## config.mk

```make
export PLATFORM = sky130hd
export DESIGN_NAME = dfs_lut_ctrl
export DESIGN_NICKNAME = d
export VERILOG_FILES = /design/src/rtl/dfs_pkg.sv /design/src/rtl/dfs_rr_arbiter.sv /design/src/rtl/dfs_lut_ctrl.sv
export SDC_FILE = /design/constraint.sdc
export NUM_CORES = 1
export LEC_CHECK = 0
export BUFFER_PORTS_ARGS = -buffer_cell sky130_fd_sc_hd__buf_2
export CORE_ASPECT_RATIO = 0.5
export CORE_MARGIN = 1
export CORE_UTILIZATION = 53
export DETAILED_ROUTE_END_ITERATION = 10
export GPL_TIMING_DRIVEN = 0
export PLACE_DENSITY = 0.9
export SLEW_MARGIN = 20
export SYNTH_ARGS = -nofsm -noshare
export SYNTH_HDL_FRONTEND = slang
export SYNTH_SLANG_ARGS = --single-unit
```

## constraint.sdc

```tcl
create_clock -name clk -period 4.6 [get_ports clk]
set_input_delay 0.23 -clock clk [delete_from_list [all_inputs] [get_ports clk]]
set_output_delay 0.23 -clock clk [all_outputs]
set_load 0.01 [all_outputs]
```

## src/rtl/dfs_pkg.sv

```systemverilog
// dfs_pkg: FSM states and default table widths shared by the DFS table controller.
package dfs_pkg;
    typedef enum logic [2:0] {IDLE, READ, CAPTURE, ISSUE, WAIT_DONE} dfs_state_t;
    localparam int DFS_ADDR_WIDTH = 10;
    localparam int DFS_DATA_WIDTH = 18;
endpackage

```

## src/rtl/dfs_rr_arbiter.sv

```systemverilog
// dfs_rr_arbiter: round-robin pick, searching from one past the last grant.
module dfs_rr_arbiter #(
    parameter int N_REQ = 4,
    parameter int IW    = 2
) (
    input  logic [N_REQ-1:0] req,
    input  logic [IW-1:0]    last,
    output logic [N_REQ-1:0] gnt,
    output logic [IW-1:0]    idx
);
    // scan farthest-first so the nearest requester after last overwrites
    always_comb begin
        gnt = '0;
        idx = '0;
        for (int k = N_REQ; k >= 1; k--)
            if (req[(int'(last) + k) % N_REQ]) begin
                gnt = '0;
                gnt[(int'(last) + k) % N_REQ] = 1'b1;
                idx = IW'((int'(last) + k) % N_REQ);
            end
    end
endmodule

```

## src/rtl/dfs_lut_ctrl.sv

```systemverilog
// dfs_lut_ctrl: arbitrates level-change requests, reads the frequency table and
// hands the configuration word to the clock generator, then waits for relock.
module dfs_lut_ctrl
    import dfs_pkg::*;
#(
    parameter int N_REQ      = 4,
    parameter int ADDR_WIDTH = DFS_ADDR_WIDTH,
    parameter int DATA_WIDTH = DFS_DATA_WIDTH,
    parameter int TIMEOUT    = 1023,
    localparam int IW = (N_REQ > 1) ? $clog2(N_REQ) : 1,
    localparam int CW = $clog2(TIMEOUT + 1)
) (
    input  logic                        clk,
    input  logic                        reset,
    input  logic [N_REQ-1:0]            req_valid_i,
    input  logic [N_REQ*ADDR_WIDTH-1:0] req_addr_i,
    output logic [N_REQ-1:0]            req_ready_o,
    output logic [ADDR_WIDTH-1:0]       rom_addr_o,
    output logic                        rom_valid_o,
    input  logic [DATA_WIDTH-1:0]       rom_data_i,
    output logic                        cfg_valid_o,
    output logic [DATA_WIDTH-1:0]       cfg_data_o,
    input  logic                        cfg_ready_i,
    input  logic                        cfg_done_i,
    output logic                        busy_o,
    output logic [IW-1:0]               grant_id_o,
    output logic [ADDR_WIDTH-1:0]       cur_addr_o,
    output logic                        err_o
);
    dfs_state_t            state, state_nxt;
    logic [N_REQ-1:0]      gnt;
    logic [IW-1:0]         gnt_idx;
    logic [ADDR_WIDTH-1:0] sel_addr;
    logic [CW-1:0]         cnt;
    logic                  applied, any_req, hit, tmo;

    dfs_rr_arbiter #(.N_REQ(N_REQ), .IW(IW)) u_arb (
        .req  (req_valid_i),
        .last (grant_id_o),
        .gnt  (gnt),
        .idx  (gnt_idx)
    );

    // rom_addr_o doubles as the latched address of the transaction in flight
    assign any_req     = |req_valid_i;
    assign sel_addr    = req_addr_i[gnt_idx*ADDR_WIDTH +: ADDR_WIDTH];
    assign hit         = applied && sel_addr == cur_addr_o;
    assign tmo         = cnt == CW'(TIMEOUT - 1);
    assign req_ready_o = (state == IDLE && !reset) ? gnt : '0;
    assign rom_valid_o = state == READ;
    assign cfg_valid_o = state == ISSUE;
    assign busy_o      = state != IDLE;

    always_ff @(posedge clk or posedge reset)
        if (reset) state <= IDLE;
        else       state <= state_nxt;

    always_comb begin
        state_nxt = state;
        case (state)
            IDLE:      state_nxt = (any_req && !hit) ? READ : IDLE;
            READ:      state_nxt = CAPTURE;
            CAPTURE:   state_nxt = ISSUE;
            ISSUE:     state_nxt = cfg_ready_i ? WAIT_DONE : ISSUE;
            WAIT_DONE: state_nxt = (cfg_done_i || tmo) ? IDLE : WAIT_DONE;
            default:   state_nxt = IDLE;
        endcase
    end

    always_ff @(posedge clk or posedge reset) begin
        if (reset) begin
            rom_addr_o <= '0;
            cfg_data_o <= '0;
            grant_id_o <= IW'(N_REQ - 1);
            cur_addr_o <= '0;
            applied    <= 1'b0;
            err_o      <= 1'b0;
            cnt        <= '0;
        end else begin
            if (state == IDLE && any_req) begin
                grant_id_o <= gnt_idx;
                if (!hit) rom_addr_o <= sel_addr;
            end
            if (state == CAPTURE) cfg_data_o <= rom_data_i;
            cnt <= (state == WAIT_DONE && !cfg_done_i && !tmo) ? cnt + CW'(1) : '0;
            // a relock on the final counted cycle still beats the timeout
            if (state == WAIT_DONE && cfg_done_i) begin
                cur_addr_o <= rom_addr_o;
                applied    <= 1'b1;
            end else if (state == WAIT_DONE && tmo) begin
                err_o <= 1'b1;
            end
        end
    end
endmodule
```

# --- Word level (Yosys, flattened, before mapping) ---
# Cells that the tools add are included.
word_totals:
  ff_bits: 55
  output_inout_bits: 48
  word_cells: 95
  in_bits: 66
classes:
  n_shift: 1
  reduce_logical: 26
  bitwise: 6
  mux: 34
  n_addsub: 5
  n_eq_ne: 6
  n_mul: 1
  magnitude_cmp: 8
ops:
  columns: ["op", "count"]
  rows:
  - ["40-bit by 7-bit variable part select with 10-bit output", 1]
  - ["4-bit 2-to-1 mux", 5]
  - ["3-bit by 4-bit < comparator with 1-bit output (second input constant)", 4]
  - ["3-bit one-hot mux with 5 select lines", 1]
  - ["1-bit 2-to-1 mux", 13]
  - ["3-bit by 1-bit >= comparator with 1-bit output (second input constant)", 4]
  - ["1-bit logical AND", 12]
  - ["10-bit by 1-bit adder with 10-bit output (second input constant)", 1]
  - ["10-bit == test", 1]
  - ["10-bit == test (second input constant)", 1]
  - ["10-bit 2-to-1 mux", 1]
  - ["1-bit binary-select mux with 2-bit select", 4]
  - ["1-bit demux with 2-bit select", 4]
  - ["2-bit 2-to-1 mux", 4]
  - ["2-bit OR reduction", 4]
  - ["3-bit by 2-bit == test with 1-bit output (second input constant)", 2]
  - ["3-bit 2-to-1 mux", 2]
  - ["2-bit by 3-bit multiplier with 5-bit output (second input constant)", 1]
  - ["2-bit by 1-bit adder with 2-bit output (second input constant)", 2]
  - ["2-bit adder (second input constant)", 2]
  - ["1-bit AND (first input constant)", 4]
  - ["1-bit logical NOT", 4]
  - ["2-bit AND reduction", 2]
  - ["4-bit OR reduction", 1]
  - ["other kinds (6)", 7]

# --- Depth between registers and ports, before layout ---
# Gate-level depths: netlist (run 1).
depth:
  depth_word: 18
  depth_mapped: 14
  depth_no_buf: 11

# --- Cells and area by module ---
# From an unflattened synthesis (run 1), not the netlist that was laid out.
hier_totals:
  cells_unflattened: 320
  area_unflattened_um2: 3385.7
by_module_without_submodules:
  columns: ["module", "instances", "area_per_inst_um2", "cells_each", "seq_area_each_um2"]
  rows:
  - ["dfs_lut_ctrl", 1, 2861.5, 258, 1378.8]
  - ["dfs_rr_arbiter", 1, 524.3, 62, 0.0]

# --- Least setup slack after synthesis (run 1) ---
# OpenSTA, ideal clock, no wires.
synth_path:
  path_kind: "register -> register"
  start: "reg grant_id_o[0]"
  end: "reg rom_addr_o[0]"
  stages_incl_launch_ff: 15
  arrival_ps: 3451
  setup_time_ps: 134
  path_buffers: 3
  required_time_ps: 4466
  path_slack_ps: 1015
  synth_period_minus_slack_ps: 3585
  path_cell_list: "dfstp_2 -> buf_6 -> inv_1 -> ha_1 -> mux2i_2 -> mux2i_2 -> o21ai_4 -> buf_4 -> and3_1 -> o21ai_1 -> nor3b_1 -> a211oi_1 -> o2111a_1 -> buf_6 -> o211ai_2"
synth_between:
  elab_chain_len: 14
  word_cells_on_any_way: 26
  classes_between: "add/sub (4); mul (1); eq/ne (1); shift (1); mux (16); bitwise (1); reduce/logical (2)"
synth_rtl:
  columns: ["element", "line", "rtl"]
  rows:
  - ["start, declared", "dfs_lut_ctrl.sv:26", "output logic [IW-1:0] grant_id_o,"]
  - ["start signal, assigned", "dfs_lut_ctrl.sv:74", "grant_id_o <= IW'(N_REQ - 1);"]
  - ["start signal, assigned", "dfs_lut_ctrl.sv:81", "grant_id_o <= gnt_idx;"]
  - ["2-bit by 1-bit adder with 2-bit output", "dfs_rr_arbiter.sv:16, dfs_rr_arbiter.sv:19", null]
  - ["1-bit binary-select mux with 2-bit select", "dfs_rr_arbiter.sv:16", "if (req[(int'(last) + k) % N_REQ]) begin"]
  - ["1-bit 2-to-1 mux (implied by the code) (2 in series)", "dfs_rr_arbiter.sv:16", null]
  - ["2-bit 2-to-1 mux (3 in series)", "dfs_rr_arbiter.sv:16", null]
  - ["2-bit 2-to-1 mux (*)", "dfs_rr_arbiter.sv:16", null]
  - ["2-bit by 3-bit multiplier with 5-bit output (*)", "dfs_lut_ctrl.sv:46", "assign sel_addr = req_addr_i[gnt_idx*ADDR_WIDTH +: ADDR_WIDTH];"]
  - ["40-bit by 7-bit variable part select with 10-bit output (*)", "dfs_lut_ctrl.sv:46", null]
  - ["10-bit == test", "dfs_lut_ctrl.sv:47", "assign hit = applied && sel_addr == cur_addr_o;"]
  - ["1-bit logical AND", "dfs_lut_ctrl.sv:47", null]
  - ["1-bit NOT (no source line)", null, null]
  - ["2-bit AND reduction (no source line)", null, null]
  - ["end signal, assigned", "dfs_lut_ctrl.sv:82", "if (!hit) rom_addr_o <= sel_addr;"]
  - ["end, declared", "dfs_lut_ctrl.sv:18", "output logic [ADDR_WIDTH-1:0] rom_addr_o,"]
# Mark *: on every way between the ends. The rest lies on a longest branch, timed or not. The select of a mux whose other input is x is not followed.
# A chain may end at the register's enable or synchronous reset.

# --- Worst setup path in the final report (run 1) ---
layout_path:
  start: "reg grant_id_o[0]"
  end: "reg rom_addr_o[3]"
# Same word-level chain as after synthesis.

==> results of run 1 <==
[layer usage]
metal / share of wire / wire length, µm / global-route usage
met1: 0.41 / 4310 / 0.366
met2: 0.48 / 5010 / 0.462
met3: 0.090 / 935 / 0.0493
met4: 0.014 / 145 / 0.0723
met5: 0 / 0 / 0
[power groups by stage]
stage	Sequential [mW]	Combinational, mW	Clock [mW]
after floorplan	0.928	1.66	0
after global placement	0.876	2.29	0
after detailed placement	0.887	2.35	0
after CTS	0.883	2.37	0.380
after global routing	0.918	2.59	0.397
final	0.890	2.40	0.375
[through the flow]
stage | utilization | cells | power, mW | hold WS (ns)
floorplan | - | 418 | 2.59 | 0.382
global placement | 0.667 | 623 | 3.16 | 0.435
detailed placement | 0.667 | 623 | 3.23 | 0.385
CTS | 0.688 | 630 | 3.63 | 0.0746
global route | 0.688 | 630 | 3.91 | 0.119
finish | 0.688 | 630 | 3.67 | 0.0508
[final timing paths]
kind	endpoint	slack, ns	cells past startpoint	startpoint
worst max-delay path	rom_addr_o[3]	0.48	14	grant_id_o[0]
max in group asynchronous	state[1]	4.09	2	reset
worst max register to register	rom_addr_o[3]	0.48	14	grant_id_o[0]
min in group clk	cfg_data_o[13]	0.16	2	rom_data_i[13]
worst min register to register	err_o	0.46	1	err_o
worst min-delay path	rom_addr_o[1]	0.05	2	reset
[logic make-up after synthesis]
group	Yosys count
DFF	55
buffers and inverters	34
AOI/OAI and AO/OA	100
muxes	45
xor gates and xnor gates	15
and+or+nand+nor	160
adders and majority gates	9
[cell usage in the layout, fill, tap and decap left out, types with 4 or more instances in the layout]
master / synthesis / routed
sky130_fd_sc_hd__buf_2: 6 / 119
sky130_fd_sc_hd__nand2_1: 58 / 58
sky130_fd_sc_hd__dfrtp_1: 53 / 53
sky130_fd_sc_hd__nor2_1: 32 / 32
sky130_fd_sc_hd__mux2_2: 26 / 26
sky130_fd_sc_hd__nand3_1: 16 / 16
sky130_fd_sc_hd__o21ai_0: 16 / 16
sky130_fd_sc_hd__and2_1: 16 / 16
sky130_fd_sc_hd__o2111ai_1: 15 / 15
sky130_fd_sc_hd__a21oi_1: 14 / 14
sky130_fd_sc_hd__mux2i_1: 11 / 11
sky130_fd_sc_hd__inv_1: 12 / 11
sky130_fd_sc_hd__clkbuf_1: 10 / 10
sky130_fd_sc_hd__xnor2_1: 9 / 9
sky130_fd_sc_hd__o211ai_2: 9 / 9
sky130_fd_sc_hd__ha_1: 9 / 9
sky130_fd_sc_hd__nor3_1: 8 / 8
sky130_fd_sc_hd__and3_1: 7 / 7
sky130_fd_sc_hd__xor2_1: 6 / 6
sky130_fd_sc_hd__o21ai_1: 5 / 5
sky130_fd_sc_hd__clkbuf_16: 0 / 5
sky130_fd_sc_hd__buf_6: 4 / 4
sky130_fd_sc_hd__mux4_2: 4 / 4
sky130_fd_sc_hd__nand2b_1: 4 / 4
sky130_fd_sc_hd__a22oi_1: 4 / 4
[area by class of cell]
type                    count  area, µm²
multi-input cells         329       2370
fillers                   548       2160
flip-flops and latches     55       1380
repair buffers            113        566
plain buffers              22        128
clock buffers               5        125
well taps                  92        115
inverters                  12       47.5
clock inverters             2       17.5
[flip-flops by register name, indices dropped and copies added, names as in the netlist]
name,flops
applied,1
cnt,10
state,3
cfg_data_o,18
rom_addr_o,10
cur_addr_o,10
err_o,1
grant_id_o,2
[worst max-delay path, delay by kind of cell, from the launching register on]
family	cells	cell delay (ns)
compound gates	5	0.97
fa+ha+maj	1	0.45
buf+inv	4	0.74
flops	1	0.62
mux	2	0.79
simple gates	2	0.39
==> flow_summary.json, run 1 <==
{
  "run_status": "completed",
  "p_int_mw": 1.90,
  "synth_ff_type": "sky130_fd_sc_hd__dfrtp_1",
  "grt_start_max_net_pins": 57,
  "synth.avg_cell_area_um2": 9.39,
  "seq_power_share": 0.243,
  "cts-hold-fix-buffers": 0,
  "fin_worst_skew_ns": 0.00479,
  "switchingPower_mw": 1.77,
  "tightestPinTransition_ns": 0.731,
  "cts.path.max_buffers": 2,
  "max_stage_delay_ns": 0.62,
  "synth.mux.area_fraction": 0.139,
  "clk_latency_ns": 0.29,
  "worst-path-max-fanout": 10,
  "clockRootBuffer": "sky130_fd_sc_hd__clkbuf_16",
  "grt_use_total": 0.276,
  "finish.net_count": 613,
  "synth_top_cell_by_area": "sky130_fd_sc_hd__dfrtp_1",
  "cts_tree": "done",
  "post_synthesis_net_count": 493,
  "rows": 21,
  "detailedPlace.worstSlack_ns": 0.518,
  "mappedNetlistArea_um2": 3930,
  "antenna-diode-count": 0,
  "finalInstanceArea_um2": 4750,
  "timing.setup.tns_ns": 0,
  "die_x_um": 124,
  "route.detailed.vias_per_inst": 6.02,
  "initial_core_util": 0.568,
  "numCtsBuffers": 5,
  "ir_drop_worst_case_vdd_mv": 0.310,
  "total_leakage_power_nw": 2.22,
  "post-route-worst-setup-slack_ns": 0.482,
  "vias_after_detailed_routing": 3791,
  "flow.area_growth_from_synthesis_pct": 21.0,
  "timing_limited_maximum_frequency_mhz": 243,
  "die-area_um2": 7780,
  "synthTopCellsByCount": "58 x sky130_fd_sc_hd__nand2_1, 53 x sky130_fd_sc_hd__dfrtp_1, 32 x sky130_fd_sc_hd__nor2_1",
  "p_comb_frac": 0.655,
  "grt_antenna_before_repair": 0,
  "worst-endpoint-required_ns": 4.76,
  "drt_first_pass_iters": 6,
  "syn-instance-count": 418,
  "synth_sequential_area_ratio": 0.351,
  "share_of_the_synthesized_area_in_compound_gates_ao_oa_aoi_oai": 0.201,
  "remaining_drcs": 0,
  "timing.final.setup_violations": 0,
  "yosysMostFrequentCell": "sky130_fd_sc_hd__nand2_1",
  "synth_top_family_by_area": "simple AND/OR/NAND/NOR gates",
  "cts_max_level": 2,
  "crit_arrival_ns": 4.28,
  "overall_routed_net_length_um": 10400,
  "first_global_vias": 3593,
  "final_weighted_congestion_in_routability_driven_placement": 0.906,
  "numPortBuffers": 113,
  "power.share.clock": 0.102,
  "postSynthRegisterBits": 55,
  "ant_nets": 0,
  "top_level_ports": 114,
  "fraction_of_layout_cells_with_a_size_suffix_above_1": 0.361,
  "drv.max_cap_violation_count": 0,
  "route.detailed.wl_per_inst_um": 16.5,
  "synth-simple-area-share": 0.202,
  "top_post_synthesis_cells_by_area": "sky130_fd_sc_hd__dfrtp_1 34%, sky130_fd_sc_hd__mux2_2 7.5%, sky130_fd_sc_hd__nand2_1 5.5%, sky130_fd_sc_hd__o2111ai_1 3.3%, sky130_fd_sc_hd__nor2_1 3.1%",
  "fin_max_slew_vios": 0,
  "crit_path_end_kind": "flop",
  "netlist.area_leader.share": 0.338,
  "cts-resized-gates": 0,
  "drt_iter0_markers": 338,
  "postSynth.asyncResetShare": 1.00,
  "yosysUniqueCellTypes": 62,
  "first_pass_grt_wire_length_um": 17000,
  "power_switching_share": 0.483,
  "post_synth_xor_area_fraction": 0.0335,
  "start_kind": "flop",
  "number_of_enable_flip_flop_cells_after_synthesis": 0,
  "timing.hold.worst.class": "in2async",
  "clkSinkCount": 55,
  "power-per-cell-area_nw_per_um2": 772,
  "ys_warn_count": 0,
  "timing.final.crit_share": 0.895,
  "placeableCoreArea_um2": 6910,
  "global_route.overflow_total": 0,
  "fin_crit_ns": 4.12,
  "report.final.hold_viol_count": 0,
  "die_height_um": 62.9,
  "post_synth_fa_ha_maj_area_fraction": 0.0287,
  "crit_chain": "buf_6 -> inv_1 -> ha_1 -> mux2i_2 -> mux2i_2 -> o21ai_4 -> buf_4 -> and3_1 -> o21ai_1 -> nor3b_1 -> a211oi_1 -> o2111a_1 -> buf_6 -> o211ai_2",
  "slowest_cell_on_the_critical_path": "sky130_fd_sc_hd__dfstp_2",
  "cts.reportedPaths.clkPinSlew_ns": 0.07,
  "placed_cell_area_um2": 4610,
  "rsz0062_at_grt": "no",
  "max_slew_margin": 0.512,
  "detailedPlacementHpwl_um": 7640,
  "timing.setup.critical_path_class": "reg2reg",
  "cts_setup_buffers": 0
}
Power figures use the tool's default switching activity.
==> run 2: changes to the inputs <==
Settings changed: ABC_AREA set to 1, CORE_UTILIZATION 53 to 51, CTS_CLUSTER_SIZE set to 24, PLACE_DENSITY 0.9 to 0.89, SLEW_MARGIN 20 to not set.
==> flow_summary.json, run 2 <==
{
  "run_status": "completed",
  "cts.reportedPaths.clkPinSlew_ns": 0.07,
  "drv.max_cap_violation_count": 0,
  "crit_cells": 21,
  "fin_util": 0.685,
  "mappedNetlistArea_um2": 3510,
  "antenna-diode-count": 0,
  "remaining_drcs": 0,
  "crit_arrival_ns": 3.42,
  "placeableCoreArea_um2": 6360,
  "synth.avg_cell_area_um2": 8.15,
  "post_synth_fa_ha_maj_area_fraction": 0.0321,
  "fin_worst_skew_ns": 0.0105,
  "numPortBuffers": 113,
  "overall_routed_net_length_um": 8480,
  "post_synth_xor_area_fraction": 0.00250,
  "drt_iter0_markers": 195,
  "top_level_ports": 114,
  "max_stage_delay_ns": 0.65,
  "cp-startpoint": "grant_id_o[0]",
  "synth-simple-area-share": 0.345,
  "first_global_vias": 2986,
  "number_of_enable_flip_flop_cells_after_synthesis": 0,
  "fraction_of_layout_cells_with_a_size_suffix_above_1": 0.371,
  "top_post_synthesis_cells_by_area": "sky130_fd_sc_hd__dfrtp_1 38%, sky130_fd_sc_hd__nand2_1 9.9%, sky130_fd_sc_hd__inv_1 6.7%, sky130_fd_sc_hd__mux2_2 6.4%, sky130_fd_sc_hd__nand3_1 6.1%",
  "ys_warn_count": 0,
  "clkSinkCount": 55,
  "vias_after_detailed_routing": 3283,
  "critical_path.top_delay_family": "simple AND/OR/NAND/NOR gates",
  "finish.net_count": 627,
  "worstSetupEndpoint": "rom_addr_o[2]",
  "synth_sequential_area_ratio": 0.393,
  "total_leakage_power_nw": 2.38,
  "syn-instance-count": 430,
  "grt_use_total": 0.244,
  "r2r-end": "rom_addr_o[2]",
  "detailedPlacementHpwl_um": 6440,
  "crit_path_end_kind": "flop",
  "grt_antenna_before_repair": 0,
  "worst-path-max-fanout": 10,
  "route.detailed.wl_per_inst_um": 13.2,
  "postSynthRegisterBits": 55,
  "critical_path.reg2reg.startpoint": "grant_id_o[0]",
  "die_x_um": 119,
  "yosysMostFrequentCell": "sky130_fd_sc_hd__nand2_1",
  "report.final.hold_viol_count": 0,
  "synth_top_cell_by_area": "sky130_fd_sc_hd__dfrtp_1",
  "met2WireLength_um": 4070,
  "netlist.area_leader.share": 0.378,
  "fin_max_slew_vios": 0,
  "total_power_mw": 3.65,
  "cts_max_level": 2,
  "route.detailed.vias_per_inst": 5.12,
  "mostFrequentLayoutCell": "sky130_fd_sc_hd__buf_2",
  "largest_register_ff_count": 18,
  "synth_top_family_by_area": "simple AND/OR/NAND/NOR gates",
  "ir_drop_worst_case_vdd_mv": 0.367,
  "rrSetupSlack_ns": 1.35,
  "power-per-cell-area_nw_per_um2": 837,
  "route.met3.wl_um": 598,
  "timing.setup.critical_path_class": "reg2reg",
  "start_kind": "flop",
  "met1_length_um": 3640,
  "cts.path.max_buffers": 2,
  "global_route.overflow_total": 0,
  "numCtsBuffers": 5,
  "drt_first_pass_iters": 5,
  "synthTopCellsByCount": "92 x sky130_fd_sc_hd__nand2_1, 63 x sky130_fd_sc_hd__inv_1, 53 x sky130_fd_sc_hd__dfrtp_1",
  "timing.setup.tns_ns": 0,
  "finish.cell_count_without_fillers": 641,
  "die_height_um": 60.6,
  "timing.final.setup_violations": 0,
  "tightestPinTransition_ns": 0.520,
  "crit_chain": "inv_2 -> ha_1 -> inv_1 -> nand3_2 -> nand2_2 -> inv_2 -> nand2_4 -> nand2_2 -> nand2_2 -> buf_6 -> buf_8 -> nand3b_2 -> nand3_2 -> nand2_1 -> nand2_1 -> nand3_1 -> nor2_1 -> nand3_2 -> buf_4 -> nand3_1 -> nand2_1",
  "timing.hold.worst.class": "in2reg",
  "worst-path-buf-inv": 6,
  "startpoint_of_the_lowest_slack_hold_path": "rom_data_i[9]",
  "grt_start_max_net_pins": 37,
  "slowest_cell_on_the_critical_path": "sky130_fd_sc_hd__dfstp_2",
  "cts-resized-gates": 0,
  "post_synthesis_net_count": 505,
  "timing.final.crit_share": 0.706,
  "synth.mux.area_fraction": 0.0642,
  "cts_tree": "done",
  "fin_crit_ns": 3.25,
  "placed_cells": 632,
  "flow.area_growth_from_synthesis_pct": 24.3,
  "rows": 20,
  "die-area_um2": 7230,
  "initial_core_util": 0.552,
  "rsz0062_at_grt": "no",
  "yosysUniqueCellTypes": 39,
  "clockRootBuffer": "sky130_fd_sc_hd__clkbuf_16",
  "maxUsedRoutingLayer": "met4",
  "clk_latency_ns": 0.29,
  "synth_ff_type": "sky130_fd_sc_hd__dfrtp_1",
  "worst-endpoint-required_ns": 4.77,
  "max_slew_margin": 0.649,
  "top_register_by_number_of_flip_flops": "cfg_data_o",
  "first_pass_grt_wire_length_um": 13700,
  "share_of_the_synthesized_area_in_compound_gates_ao_oa_aoi_oai": 0.0550,
  "ant_nets": 0,
  "commonest_cells_after_routing_fill_and_taps_aside": "115 x sky130_fd_sc_hd__buf_2, 92 x sky130_fd_sc_hd__nand2_1, 62 x sky130_fd_sc_hd__inv_1",
  "timing_limited_maximum_frequency_mhz": 308,
  "postSynth.asyncResetShare": 1.00,
  "final_weighted_congestion_in_routability_driven_placement": 0.908,
  "ff2ff_path_depth": 21
}
[run 2: cell types whose count changed after synthesis, sizes merged, moves of 12 or more]
cell     change
inv         +56
nand2       +57
o2111ai     -15
and2        -15
mux2i       -14
nand3       +41
o211ai      -13
nand3b      +15
o21ai       -12
[run 2: worst min-delay path by stage]
| stage | endpoint | slack (ns) | depth (start not counted) |
|---|---|---|---|
| global route | cfg_data_o[5] | 0.17 | 2 |
| CTS | cfg_data_o[9] | 0.16 | 2 |
| finish | cfg_data_o[9] | 0.17 | 2 |
| detailed placement | cur_addr_o[5] | 0.26 | 2 |
| global placement | err_o | 0.45 | 1 |
| floorplan | cfg_data_o[0] | 0.38 | 1 |
[run 2: logic make-up after synthesis]
family	count (synthesis)
AO/OA/AOI/OAI	33
XOR/XNOR	1
adder cells (fa/ha/maj)	9
buffers and inverters	82
flip-flops	55
multiplexers	20
AND/OR/NAND/NOR	230
[run 2: what timing repair did]
item	CTS	global route
hold buffers	1	0
buffers inserted	0	0
hold endpoints to repair	17	0
endpoints found under the setup margin	0	0
[run 2: cell type report]
cell class	instances	area (µm²)
Inverter	68	258
Buffer	14	120
Tap cell	88	110
Fill cell	511	2000
Sequential cell	55	1380
Clock buffer	6	129
Clock inverter	2	16.3
Timing Repair Buffer	115	596
Multi-Input combinational cell	293	1750
[run 2: metrics by stage]
| stage | worst slack [ns] | instance area (µm²) | hold slack (ns) |
|---|---|---|---|
| after floorplan | 1.79 | 3510 | 0.381 |
| after detailed placement | 1.46 | 4200 | 0.262 |
| after CTS | 1.40 | 4360 | 0.164 |
| after global placement | 1.53 | 4180 | 0.450 |
| after global routing | 1.12 | 4360 | 0.170 |
| final | 1.35 | 4360 | 0.166 |
[run 2: power by group]
group          switching (mW)  internal, mW  total, mW
clock                   0.164         0.204      0.368
sequential              0.148         0.683      0.830
combinational            1.50         0.954       2.45
[run 2: layer usage]
| layer | GRT usage | vias up |
|---|---|---|
| met5 | 0 | - |
| met1 | 0.318 | 1519 |
| met2 | 0.424 | 115 |
| met4 | 0.0922 | 0 |
| met3 | 0.0395 | 20 |
| li1 | - | 1629 |
==> run 3: changes to the inputs <==
Clock period 4.6 ns to 3 ns, I/O delays scaled along.
==> flow_summary.json, run 3 (synthesis results as in run 2) <==
{
  "route.detailed.vias_per_inst": 5.58,
  "total_leakage_power_nw": 2.52,
  "cts_tree": "done",
  "numCtsBuffers": 5,
  "mostFrequentLayoutCell": "sky130_fd_sc_hd__buf_2",
  "grt_antenna_before_repair": 0,
  "vias_after_detailed_routing": 3674,
  "detailedPlacementHpwl_um": 6440,
  "fraction_of_layout_cells_with_a_size_suffix_above_1": 0.428,
  "die_x_um": 119,
  "post-route-worst-setup-slack_ns": -0.0918,
  "run_status": "finished with violations",
  "start_kind": "flop",
  "grt_start_max_net_pins": 37,
  "timing_limited_maximum_frequency_mhz": 323,
  "tightestPinTransition_ns": 0.706,
  "numPortBuffers": 113,
  "fin_worst_skew_ns": 0.0133,
  "first_global_vias": 3040,
  "crit_path_end_kind": "flop",
  "timing.setup.tns_ns": -0.533,
  "worst-path-max-fanout": 6,
  "flow.area_growth_from_synthesis_pct": 33.8,
  "clockRootBuffer": "sky130_fd_sc_hd__clkbuf_16",
  "drt_iter0_markers": 363,
  "placeableCoreArea_um2": 6360,
  "report.final.hold_viol_count": 0,
  "max_slew_margin": 0.523,
  "top_register_by_number_of_flip_flops": "cfg_data_o",
  "cts_max_level": 2,
  "rrSetupSlack_ns": -0.09,
  "num-fill-cells": 436,
  "finish.cell_count_without_fillers": 658,
  "grt_use_total": 0.248,
  "die_height_um": 60.6,
  "commonest_cells_after_routing_fill_and_taps_aside": "115 x sky130_fd_sc_hd__buf_2, 85 x sky130_fd_sc_hd__nand2_1, 60 x sky130_fd_sc_hd__inv_1",
  "cts.reportedPaths.clkPinSlew_ns": 0.07,
  "die-area_um2": 7230,
  "power-per-cell-area_nw_per_um2": 1410,
  "seq_area_um2": 1380,
  "overall_routed_net_length_um": 10700,
  "final_weighted_congestion_in_routability_driven_placement": 0.908,
  "timing.final.crit_share": 1.03,
  "ant_nets": 0,
  "first_pass_grt_wire_length_um": 13900,
  "multiInputGateArea_um2": 1890,
  "largest_register_ff_count": 18,
  "initial_core_util": 0.552,
  "detailedPlace.worstSlack_ns": -0.136,
  "ir_drop_worst_case_vdd_mv": 0.571,
  "timing.setup.critical_path_class": "reg2reg",
  "route.detailed.wl_per_inst_um": 16.2,
  "timing.final.setup_violations": 11,
  "placed_cells": 632,
  "drt_first_pass_iters": 7,
  "crit_arrival_ns": 3.26,
  "worst-endpoint-required_ns": 3.17,
  "fin_max_slew_vios": 0,
  "drv.max_cap_violation_count": 0,
  "cts.path.max_buffers": 2,
  "remaining_drcs": 0,
  "clkSinkCount": 55,
  "top_level_ports": 114,
  "clk_latency_ns": 0.30,
  "timing.hold.worst.class": "in2reg",
  "violations_in_the_final_reports": "setup timing",
  "antenna-diode-count": 0,
  "rows": 20,
  "finish.net_count": 644,
  "fin_crit_ns": 3.09,
  "global_route.overflow_total": 0
}
[run 3: worst max-delay path, cell delays in order (launching register included)]
cell and delay (ns):
sky130_fd_sc_hd__dfstp_2 0.59, sky130_fd_sc_hd__clkinvlp_4 0.12, sky130_fd_sc_hd__ha_4 0.28, sky130_fd_sc_hd__inv_4 0.08, sky130_fd_sc_hd__nand3_4 0.08, sky130_fd_sc_hd__nand2_4 0.10, sky130_fd_sc_hd__inv_4 0.05, sky130_fd_sc_hd__nand2_4 0.07
sky130_fd_sc_hd__nand2_4 0.06, sky130_fd_sc_hd__nand2_4 0.08, sky130_fd_sc_hd__buf_8 0.13, sky130_fd_sc_hd__nand3b_1 0.07, sky130_fd_sc_hd__nand3_1 0.16, sky130_fd_sc_hd__nand2_2 0.10, sky130_fd_sc_hd__nand2_1 0.10, sky130_fd_sc_hd__nand2_1 0.10
sky130_fd_sc_hd__inv_1 0.08, sky130_fd_sc_hd__nand2_2 0.06, sky130_fd_sc_hd__nor2_2 0.12, sky130_fd_sc_hd__nand3_2 0.15, sky130_fd_sc_hd__buf_4 0.20, sky130_fd_sc_hd__nand3_1 0.09, sky130_fd_sc_hd__nand2_1 0.10
[run 3: per-stage QoR]
stage	hold WS [ns]	power [mW]	util	area, µm²
after global placement	0.382	4.84	0.658	4180
final	0.0836	6.60	0.738	4690
after CTS	0.0841	5.63	0.692	4400
after floorplan	0.301	4.00	-	3510
after detailed placement	0.182	4.95	0.661	4200
after global routing	0.0904	6.95	0.738	4690
[run 3: path summary, 6_finish.rpt]
kind	from	endpoint	cells after the start
worst max-delay path	grant_id_o[1]	rom_addr_o[8]	22
worst min-delay path	rom_data_i[14]	cfg_data_o[14]	2
worst max register to register	grant_id_o[1]	rom_addr_o[8]	22
worst min register to register	err_o	err_o	1
max in group asynchronous	reset	cfg_data_o[15]	4
min in group asynchronous	reset	applied	3
[run 3: repair_timing]
action                                  in CTS  in global routing
pin swaps                                    0                 14
resized for setup                            2                 41
cloned                                       0                  5
hold buffers                                 1                  0
endpoints found under the setup margin      11                 11
hold endpoints to repair                    17                  0
setup buffers                                3                 10
[run 3: where the power goes]
group,internal [mW],leakage [nW],switching (mW),total (mW)
registers,1.05,0.664,0.230,1.28
logic,1.88,1.79,2.88,4.75
clock network,0.313,0.0675,0.260,0.573
total,3.24,2.52,3.37,6.60
[run 3: layer usage]
| layer | share of wire | up-vias | GRT usage |
|---|---|---|---|
| met5 | 0 | - | 0 |
| met4 | 0.033 | 0 | 0.0976 |
| met3 | 0.090 | 49 | 0.0404 |
| met2 | 0.49 | 228 | 0.439 |
| met1 | 0.38 | 1731 | 0.317 |
| li1 | - | 1666 | - |
[run 3: final cells by class]
| cell class | instances | share of cell area |
|---|---|---|
| tap | 88 | 0.0235 |
| timing repair buffer | 132 | 0.161 |
| clock inverter | 2 | 0.00347 |
| buffer | 14 | 0.0309 |
| sequential | 55 | 0.294 |
| clock buffer | 6 | 0.0275 |
| inverter | 68 | 0.0579 |
| multi-input combinational | 293 | 0.402 |
